$ cat src/rtl/line_fetch_pkg.sv
// Shared definitions for the cache line fetch engine.
//   - fetch command encodings carried on fetch_cmd
//   - line_fetch_state_t: 4-bit state encoding of the fetch engine
//   - SRAM read priority codes driven on mem_rpri
//   - cmd_is_wb(): decodes fetch_cmd; unknown encodings fall back to a plain fetch
package line_fetch_pkg;

  localparam logic [1:0] FETCH_LINE    = 2'b01;
  localparam logic [1:0] FETCH_WB_LINE = 2'b10;

  localparam logic [1:0] MEM_RPRI_NONE  = 2'b00;
  localparam logic [1:0] MEM_RPRI_FETCH = 2'b01;

  typedef enum logic [3:0] {
    StIdle   = 4'd0,
    StWbCmd  = 4'd1,
    StWbData = 4'd2,
    StWbResp = 4'd3,
    StRdCmd  = 4'd4,
    StRdData = 4'd5,
    StDone   = 4'd6
  } line_fetch_state_t;

  function automatic logic cmd_is_wb(input logic [1:0] cmd);
    case (cmd)
      FETCH_WB_LINE: return 1'b1;
      FETCH_LINE:    return 1'b0;
      default:       return 1'b0;
    endcase
  endfunction

endpackage

$ cat src/rtl/wb_skid_buf.sv
// Two-entry valid/ready FIFO buffering SRAM read data on its way to the bus
// write channel during victim writeback.
// Ports:
//   clk, rst_n            clock, asynchronous active-low reset
//   in_valid/in_ready     push side (SRAM read data)
//   in_data               push data
//   out_valid/out_ready   pop side (bus write data)
//   out_data              head entry
//   count                 current occupancy, 0..2
// Push and pop in the same cycle leave the occupancy unchanged.
module wb_skid_buf
  import line_fetch_pkg::*;
#(
  parameter int unsigned data_width = 32
) (
  input  logic                  clk,
  input  logic                  rst_n,
  input  logic                  in_valid,
  output logic                  in_ready,
  input  logic [data_width-1:0] in_data,
  output logic                  out_valid,
  input  logic                  out_ready,
  output logic [data_width-1:0] out_data,
  output logic [1:0]            count
);

  logic [data_width-1:0] slot_q [2];
  logic                  wr_ptr_q;
  logic                  rd_ptr_q;
  logic [1:0]            count_q;
  logic                  push;
  logic                  pop;

  assign in_ready  = (count_q != 2'd2);
  assign out_valid = (count_q != 2'd0);
  assign out_data  = slot_q[rd_ptr_q];
  assign count     = count_q;
  assign push      = in_valid && in_ready;
  assign pop       = out_valid && out_ready;

  always_ff @(posedge clk or negedge rst_n) begin
    if (!rst_n) begin
      slot_q[0] <= '0;
      slot_q[1] <= '0;
      wr_ptr_q  <= 1'b0;
      rd_ptr_q  <= 1'b0;
      count_q   <= 2'd0;
    end else begin
      if (push) begin
        slot_q[wr_ptr_q] <= in_data;
        wr_ptr_q         <= ~wr_ptr_q;
      end
      if (pop) begin
        rd_ptr_q <= ~rd_ptr_q;
      end
      case ({push, pop})
        2'b10:   count_q <= count_q + 2'd1;
        2'b01:   count_q <= count_q - 2'd1;
        default: count_q <= count_q;
      endcase
    end
  end

endmodule

$ cat src/rtl/line_fetch.sv
// Line-fill and victim-writeback engine. Accepts one fetch command per line
// miss, optionally streams the dirty victim line from the cache SRAM to the
// bus, then reads the new line from the bus into the SRAM slot named by tag
// and pulses fetch_done.
// Configuration macro: LINE_FETCH_WRITEBACK_EN enables the writeback path
// (WB states and skid buffer). Without it, every command is a plain fetch and
// the SRAM read / bus write outputs are tied to zero.
// Ports:
//   clk, rst_n                               clock, asynchronous active-low reset
//   fetch_req/fetch_gnt                      command handshake from the controller
//   fetch_cmd, fetch_tag                     command and SRAM line slot
//   fetch_addr, fetch_addr_pre               new line / victim line bus addresses
//   fetch_done                               one-cycle completion pulse
//   mem_raddr/mem_ren/mem_rpri/mem_rready    SRAM read request
//   mem_rdata/mem_rdata_valid                SRAM read data (1 cycle after accept)
//   mem_waddr/mem_wen/mem_wdata/mem_wready   SRAM write request
//   bus_cmd_*                                bus line command
//   bus_w*                                   bus write data channel
//   bus_bvalid                               bus write response
//   bus_r*                                   bus read data channel
module line_fetch
  import line_fetch_pkg::*;
#(
  parameter int unsigned addr_width = 32,
  parameter int unsigned list_depth = 4,
  parameter int unsigned data_width = 32,
  parameter int unsigned list_width = 32
) (
  input  logic                                             clk,
  input  logic                                             rst_n,
  input  logic                                             fetch_req,
  output logic                                             fetch_gnt,
  input  logic [1:0]                                       fetch_cmd,
  input  logic [$clog2(list_depth)-1:0]                    fetch_tag,
  input  logic [addr_width-1:0]                            fetch_addr,
  input  logic [addr_width-1:0]                            fetch_addr_pre,
  output logic                                             fetch_done,
  output logic [$clog2(list_depth)+$clog2(list_width)-1:0] mem_raddr,
  output logic                                             mem_ren,
  output logic [1:0]                                       mem_rpri,
  input  logic                                             mem_rready,
  input  logic [data_width-1:0]                            mem_rdata,
  input  logic                                             mem_rdata_valid,
  output logic [$clog2(list_depth)+$clog2(list_width)-1:0] mem_waddr,
  output logic                                             mem_wen,
  output logic [data_width-1:0]                            mem_wdata,
  input  logic                                             mem_wready,
  output logic                                             bus_cmd_valid,
  input  logic                                             bus_cmd_ready,
  output logic                                             bus_cmd_we,
  output logic [addr_width-1:0]                            bus_cmd_addr,
  output logic                                             bus_wvalid,
  input  logic                                             bus_wready,
  output logic [data_width-1:0]                            bus_wdata,
  output logic                                             bus_wlast,
  input  logic                                             bus_bvalid,
  input  logic                                             bus_rvalid,
  output logic                                             bus_rready,
  input  logic [data_width-1:0]                            bus_rdata
);

  localparam int unsigned tag_w = $clog2(list_depth);
  localparam int unsigned off_w = $clog2(list_width);
  localparam logic [off_w-1:0] last_off = off_w'(list_width - 1);
  localparam logic [off_w-1:0] one_off  = off_w'(1);

  line_fetch_state_t  state_q;
  logic [tag_w-1:0]   tag_q;
  logic [off_w-1:0]   wr_cnt_q;
  logic               wr_beat;

  assign fetch_gnt = fetch_req && (state_q == StIdle);

  // Fill path: the bus read channel is throttled directly by SRAM write ready.
  assign bus_rready = (state_q == StRdData) && mem_wready;
  assign mem_wen    = (state_q == StRdData) && bus_rvalid;
  assign mem_waddr  = mem_wen ? {tag_q, wr_cnt_q} : '0;
  assign mem_wdata  = mem_wen ? bus_rdata : '0;
  assign wr_beat    = mem_wen && mem_wready;

`ifdef LINE_FETCH_WRITEBACK_EN
  logic [addr_width-1:0] addr_q;
  logic [off_w-1:0]      rd_cnt_q;
  logic [off_w-1:0]      beat_cnt_q;
  logic                  rd_all_q;
  logic                  inflight_q;
  logic [1:0]            skid_count;
  logic                  skid_out_valid;
  logic                  skid_out_ready;
  logic                  skid_in_ready_unused;
  logic [data_width-1:0] skid_out_data;
  logic                  skid_push;
  logic                  skid_pop;
  logic                  rd_accept;
  logic [2:0]            occ_after;

  assign skid_push      = (state_q == StWbData) && mem_rdata_valid;
  assign skid_out_ready = (state_q == StWbData) && bus_wready;
  assign bus_wvalid     = (state_q == StWbData) && skid_out_valid;
  assign skid_pop       = bus_wvalid && bus_wready;
  assign bus_wdata      = bus_wvalid ? skid_out_data : '0;
  assign bus_wlast      = bus_wvalid && (beat_cnt_q == last_off);

  // Buffered plus in-flight words, crediting a pop happening this cycle so
  // that a full-rate stream keeps one read issued per cycle without ever
  // holding more than two words.
  assign occ_after = {1'b0, skid_count} + {2'b00, inflight_q} - {2'b00, skid_pop};
  assign mem_ren   = (state_q == StWbData) && !rd_all_q && (occ_after < 3'd2);
  assign mem_raddr = mem_ren ? {tag_q, rd_cnt_q} : '0;
  assign mem_rpri  = mem_ren ? MEM_RPRI_FETCH : MEM_RPRI_NONE;
  assign rd_accept = mem_ren && mem_rready;

  wb_skid_buf #(
    .data_width(data_width)
  ) u_skid (
    .clk      (clk),
    .rst_n    (rst_n),
    .in_valid (skid_push),
    .in_ready (skid_in_ready_unused),
    .in_data  (mem_rdata),
    .out_valid(skid_out_valid),
    .out_ready(skid_out_ready),
    .out_data (skid_out_data),
    .count    (skid_count)
  );
`else
  logic unused_inputs;
  assign unused_inputs = ^{fetch_cmd, fetch_addr_pre, mem_rready, mem_rdata, mem_rdata_valid,
                           bus_wready, bus_bvalid};

  assign mem_ren    = 1'b0;
  assign mem_raddr  = '0;
  assign mem_rpri   = MEM_RPRI_NONE;
  assign bus_wvalid = 1'b0;
  assign bus_wdata  = '0;
  assign bus_wlast  = 1'b0;
  assign bus_cmd_we = 1'b0;
`endif

  always_ff @(posedge clk or negedge rst_n) begin
    if (!rst_n) begin
      state_q       <= StIdle;
      tag_q         <= '0;
      wr_cnt_q      <= '0;
      fetch_done    <= 1'b0;
      bus_cmd_valid <= 1'b0;
      bus_cmd_addr  <= '0;
`ifdef LINE_FETCH_WRITEBACK_EN
      bus_cmd_we    <= 1'b0;
      addr_q        <= '0;
      rd_cnt_q      <= '0;
      beat_cnt_q    <= '0;
      rd_all_q      <= 1'b0;
      inflight_q    <= 1'b0;
`endif
    end else begin
      fetch_done <= 1'b0;
`ifdef LINE_FETCH_WRITEBACK_EN
      // SRAM returns data exactly one cycle after an accepted read.
      inflight_q <= rd_accept;
`endif
      unique case (state_q)
        StIdle: begin
          wr_cnt_q <= '0;
`ifdef LINE_FETCH_WRITEBACK_EN
          rd_cnt_q   <= '0;
          beat_cnt_q <= '0;
          rd_all_q   <= 1'b0;
`endif
          if (fetch_gnt) begin
            tag_q         <= fetch_tag;
            bus_cmd_valid <= 1'b1;
`ifdef LINE_FETCH_WRITEBACK_EN
            addr_q <= fetch_addr;
            if (cmd_is_wb(fetch_cmd)) begin
              state_q      <= StWbCmd;
              bus_cmd_we   <= 1'b1;
              bus_cmd_addr <= fetch_addr_pre;
            end else begin
              state_q      <= StRdCmd;
              bus_cmd_we   <= 1'b0;
              bus_cmd_addr <= fetch_addr;
            end
`else
            state_q      <= StRdCmd;
            bus_cmd_addr <= fetch_addr;
`endif
          end
        end
`ifdef LINE_FETCH_WRITEBACK_EN
        StWbCmd: begin
          if (bus_cmd_ready) begin
            bus_cmd_valid <= 1'b0;
            bus_cmd_we    <= 1'b0;
            bus_cmd_addr  <= '0;
            state_q       <= StWbData;
          end
        end
        StWbData: begin
          if (rd_accept) begin
            rd_cnt_q <= rd_cnt_q + one_off;
            if (rd_cnt_q == last_off) begin
              rd_all_q <= 1'b1;
            end
          end
          if (skid_pop) begin
            beat_cnt_q <= beat_cnt_q + one_off;
            if (beat_cnt_q == last_off) begin
              state_q <= StWbResp;
            end
          end
        end
        StWbResp: begin
          if (bus_bvalid) begin
            bus_cmd_valid <= 1'b1;
            bus_cmd_we    <= 1'b0;
            bus_cmd_addr  <= addr_q;
            state_q       <= StRdCmd;
          end
        end
`endif
        StRdCmd: begin
          if (bus_cmd_ready) begin
            bus_cmd_valid <= 1'b0;
            bus_cmd_addr  <= '0;
            state_q       <= StRdData;
          end
        end
        StRdData: begin
          if (wr_beat) begin
            wr_cnt_q <= wr_cnt_q + one_off;
            if (wr_cnt_q == last_off) begin
              fetch_done <= 1'b1;
              state_q    <= StDone;
            end
          end
        end
        StDone: begin
          state_q <= StIdle;
        end
        default: begin
          state_q <= StIdle;
        end
      endcase
    end
  end

endmodule

$ cat config.mk
export PLATFORM = sky130hd
export DESIGN_NAME = line_fetch
export DESIGN_NICKNAME = d
export VERILOG_FILES = /design/src/rtl/line_fetch_pkg.sv /design/src/rtl/wb_skid_buf.sv /design/src/rtl/line_fetch.sv
export SDC_FILE = /design/constraint.sdc
export NUM_CORES = 1
export LEC_CHECK = 0
export CELL_PAD_IN_SITES_DETAIL_PLACEMENT = 0
export CELL_PAD_IN_SITES_GLOBAL_PLACEMENT = 1
export CORE_MARGIN = 5
export CORE_UTILIZATION = 19
export DETAILED_ROUTE_END_ITERATION = 10
export GPL_ROUTABILITY_DRIVEN = 0
export PLACE_DENSITY = 0.84
export SYNTH_ARGS = -nofsm -noshare
export SYNTH_HDL_FRONTEND = slang
export SYNTH_SLANG_ARGS = --single-unit
$ cat constraint.sdc
create_clock -name clk -period 1.75 [get_ports clk]
set_input_delay 0.35 -clock clk [delete_from_list [all_inputs] [get_ports clk]]
set_output_delay 0.35 -clock clk [all_outputs]
set_load 0.02 [all_outputs]
==> results.md <==
STA:
- The worst path in the final design needs a cycle of between 1.5 and 2 ns, including I/O delays and setup.
- For the pin with the worst max-slew slack, the measured transition is approximately 0.51 ns.
- The minimum setup slack in the final design is -0.126 ns.
- Setup repair after global routing could not meet its margin everywhere.
- The setup-violating endpoint count in the final report is 40.
- The worst pin sits at a relative slew slack of about 66%.
- Between clock sinks in the finished design, the worst skew comes to roughly 0.0038 ns.
- Timing would allow up to 533 MHz.
- The final hold violation count came to 0.
- The number of pins with negative max-slew slack in the final report was 0.
- The fraction of the cycle the final worst path needs is 107%.

Synth:
- The average size of a mapped cell is 10.8 um^2.
- The mapped netlist covers roughly 2400 um^2.
- In this run, synthesis produced a sequential element count of 44.
- In the synthesized netlist the async set-or-reset flop fraction comes to 100%.
- The cell taking the most area after synthesis is sky130_fd_sc_hd__dfrtp_1.
- Yosys printed 0 warnings.
- In this run the biggest area consumer among cell types represents 45.7% of the synthesized area.
- After synthesis, the cell types taking the most area are sky130_fd_sc_hd__dfrtp_1 46%, sky130_fd_sc_hd__buf_4 14%, sky130_fd_sc_hd__a22o_1 12%.
- The number of cells produced by synthesis is 222.
- The most frequent cell after synthesis is sky130_fd_sc_hd__buf_4.
- In the synthesized netlist the dominant register cell turns out to be sky130_fd_sc_hd__dfrtp_1.
- In the synthesized netlist, the cells that appear most often are 45 x sky130_fd_sc_hd__buf_4, 44 x sky130_fd_sc_hd__dfrtp_1, 39 x sky130_fd_sc_hd__and2_1, 34 x sky130_fd_sc_hd__a22o_1, 5 x sky130_fd_sc_hd__buf_2.
- The share of the yosys chip area belonging to registers is a little under half.
- The count of flip-flops with a built-in enable after synthesis is 0.
- The distinct cell type count of the synthesized netlist is 32.

Placement:
- Once placement completed, the tool counted placed cells totaling approximately 540.
- The placed wire-length estimate after detailed placement is 6250 um.
- Input and output buffers added on the ports amount to between 100 and 150.
- The pre-CTS setup slack is -0.585 ns.

Critical path:
- The sort of element at the start of the critical path is a register.
- The type of destination of the critical path is an output port.
- In this run the worst path has a maximum fanout of 32.
- The slack of the worst reg-to-reg path is about 0.10 ns.
- The critical path is of the reg -> out type.
- STA puts the critical path data required time at about 1.4 ns.
- The worst endpoint data arrival time is 1.53 ns.

Die:
- The count of boundary I/O pins is around 260.
- The total die area is 15000 um^2.
- The placeable core region is ~13000 um^2.
- The overall die width is ~120 um.
- In this run the core area contains 41 standard-cell rows.
- The chip height is about 120 um.
- The starting density of the core is 19.2%.

Finish:
- The share of post-route cells with drive strength above 1 is a little over a fifth.
- Once layout is complete, the cells apart from fillers number roughly 560.
- Compared with the post-synthesis result, the final layout area differs by 77.8%.
- The final-stage net count is approximately 530.
- 0 antenna diodes ended up in the layout.

GRT:
- The global-route wire length before repair is roughly 12000 um.
- In the global route stage, overall resource usage came out at roughly 10%.
- The residual overflow from global routing is 0.
- The initial antenna violation count is 0.
- Global routing used between 15 and 20% of the available met2 tracks.
- Entering global routing, the biggest net connects 35 pins.
- The met1 usage in global routing is 11.1%.
- The number of global-route vias before repair is between 2000 and 2500.
- The met3 capacity usage during global routing is approximately 3.7%.
- The layer carrying the most global-route usage is met2.

Drt:
- The detailed router placed between 2000 and 2500 vias in this run.
- The count of nets left with antenna violations once routing finished came out at 0.
- The number of search-and-repair iterations in the first detailed-routing pass is 4.
- The number of remaining DRC errors is 0.
- The routed wire length is 7980 um.
- The number of violations reported at the end of detailed-routing iteration 0 is 43.
- The ratio of routed vias to standard cells is roughly 3.9.
- In the final routed layout, each cell accounts on average for 14.4 um.

Clocking:
- At the later pin of the worst-skew pair, clock insertion delay measures between 0.2 and 0.3 ns.
- In this run, post-CTS hold repair placed 0 buffers.
- The clock transition time at the flip-flop clock pins of the worst setup and hold paths is approximately 0.060 ns.
- The total CTS buffers is 5.
- The maximum buffer depth of the clock tree is 2.
- Clock tree synthesis found a total of 44 sinks.
- The root cell of the clock tree is sky130_fd_sc_hd__clkbuf_16.
- The CTS tree is yes.
- The clock tree synthesis step divided the H-tree into 2 levels.

Pwr:
- The analysis attributes to cell leakage a power of between 1.5 and 2 nW.
- Dividing total power by cell area gives a power density of about 840 nW/um^2.
- IR analysis of the VDD net gives a maximum drop of roughly 320 uV.

Run:
- The max-cap check violation count is 0.

Run status:
- The run finished, with violations left.
- The checks that failed: negative setup slack.

Worst hold path:
- In this run the worst hold path is classified as in -> async.
==> through the flow <==
| stage | hold slack (ns) | setup TNS [ns] | utilization, % | instance area [um^2] | power (W) |
|---|---|---|---|---|---|
| 5_1_grt | 0.0762 | -6.87 | 34.2 | 4280 | 0.00380 |
| 6_report | 0.0337 | -4.24 | 34.2 | 4280 | 0.00359 |
| 3_5_place_dp | 0.360 | -26.88 | 31.8 | 3990 | 0.00246 |
| 4_1_cts | 0.0510 | -5.02 | 33.6 | 4210 | 0.00365 |
| 3_3_place_gp | 0.345 | -26.46 | 31.8 | 3990 | 0.00244 |
| 2_1_floorplan | 0.0544 | 0 | - | 2570 | 0.00190 |
==> timing repair <==
action                     in CTS  in global routing
setup endpoints to repair      43                 43
gates cloned                    0                  1
pin swaps                       1                  1
setup buffers                   0                  5
gates resized for setup       242                  3
==> placed cells by master, fill, tap and decap left out <==
cell	n
sky130_fd_sc_hd__a21o_1	1
sky130_fd_sc_hd__a21oi_1	3
sky130_fd_sc_hd__a22o_1	34
sky130_fd_sc_hd__a22o_2	3
sky130_fd_sc_hd__and2_1	37
sky130_fd_sc_hd__and2_4	2
sky130_fd_sc_hd__and2b_1	1
sky130_fd_sc_hd__and3_1	2
sky130_fd_sc_hd__and3_4	1
sky130_fd_sc_hd__and4_1	1
sky130_fd_sc_hd__and4b_1	1
sky130_fd_sc_hd__buf_12	5
sky130_fd_sc_hd__buf_2	2
sky130_fd_sc_hd__buf_4	21
sky130_fd_sc_hd__buf_6	35
sky130_fd_sc_hd__bufinv_16	1
sky130_fd_sc_hd__clkbuf_16	6
sky130_fd_sc_hd__clkbuf_8	2
sky130_fd_sc_hd__clkdlybuf4s50_1	104
sky130_fd_sc_hd__conb_1	45
sky130_fd_sc_hd__dfrtp_1	44
sky130_fd_sc_hd__ha_1	2
sky130_fd_sc_hd__inv_1	1
sky130_fd_sc_hd__mux2_2	4
sky130_fd_sc_hd__mux2i_1	1
sky130_fd_sc_hd__nand2_1	4
sky130_fd_sc_hd__nand3_1	4
sky130_fd_sc_hd__nand3b_1	1
sky130_fd_sc_hd__nand4_1	2
sky130_fd_sc_hd__nand4b_1	1
sky130_fd_sc_hd__nor2_1	4
sky130_fd_sc_hd__nor2b_1	2
sky130_fd_sc_hd__nor3b_1	2
sky130_fd_sc_hd__nor4b_4	1
sky130_fd_sc_hd__o21ai_0	1
sky130_fd_sc_hd__o2bb2ai_1	1
sky130_fd_sc_hd__o31ai_1	1
==> state kept, by name, indices dropped and copies added (netlist names) <==
register and flops:
bus_cmd_valid 1, wr_cnt_q 5, fetch_done 1, bus_cmd_addr 32, state_q 3, tag_q 2
==> worst max-delay path: stages (launching register included) <==
cell and delay [ns]:
sky130_fd_sc_hd__dfrtp_1 0.37, sky130_fd_sc_hd__and2b_1 0.23, sky130_fd_sc_hd__and3_4 0.21, sky130_fd_sc_hd__buf_12 0.15, sky130_fd_sc_hd__and2_1 0.16, sky130_fd_sc_hd__buf_6 0.12
==> metal layers <==
layer  part of all wire, %  routed length [um]
met1                    38                3000
met2                    50                3970
met3                    12                 976
met4                  0.45                  36
met5                     0                   0
==> layout make-up <==
class	count	area [um^2]
well taps	172	215
fillers	1279	8240
multi-input cells	162	1050
clock inverters	1	30.0
flip-flops and latches	44	1100
repair buffers	168	1730
clock buffers	7	153
inverters	1	3.75
==> cells by family (layout without fill, tap and decap cells) <==
family | count (synthesis) | count (layout) | share of synthesized area [%]
compound gates | 44 | 44 | 15.4
fa+ha+maj | 2 | 2 | 1.04
buf+inv | 60 | 177 | 17.9
flops | 44 | 44 | 45.7
mux | 5 | 5 | 2.29
other cells | 1 | 45 | 0.156
simple gates | 66 | 66 | 17.4
==> where the power goes <==
part | switching, W | internal, W
sequential | 0.000120 | 0.00115
clock | 0.000376 | 0.000751
combinational | 0.000569 | 0.000627
total | 0.00106 | 0.00253
==> final timing paths <==
kind / startpoint / to / cells after the start
worst max-delay path: state_q[1]$_DFFE_PN0P_ / mem_wdata[8] / 5
worst min-delay path: rst_n / bus_cmd_addr[9]$_DFFE_PN0P_ / 1
worst max register to register: wr_cnt_q[0]$_DFFE_PN0P_ / wr_cnt_q[4]$_DFFE_PN0P_ / 5
max in group asynchronous: rst_n / bus_cmd_addr[26]$_DFFE_PN0P_ / 2
min in group clk: bus_cmd_addr[25]$_DFFE_PN0P_ / bus_cmd_addr[25]$_DFFE_PN0P_ / 1
worst min register to register: bus_cmd_addr[25]$_DFFE_PN0P_ / bus_cmd_addr[25]$_DFFE_PN0P_ / 1
(Power assumes the default switching activity.)
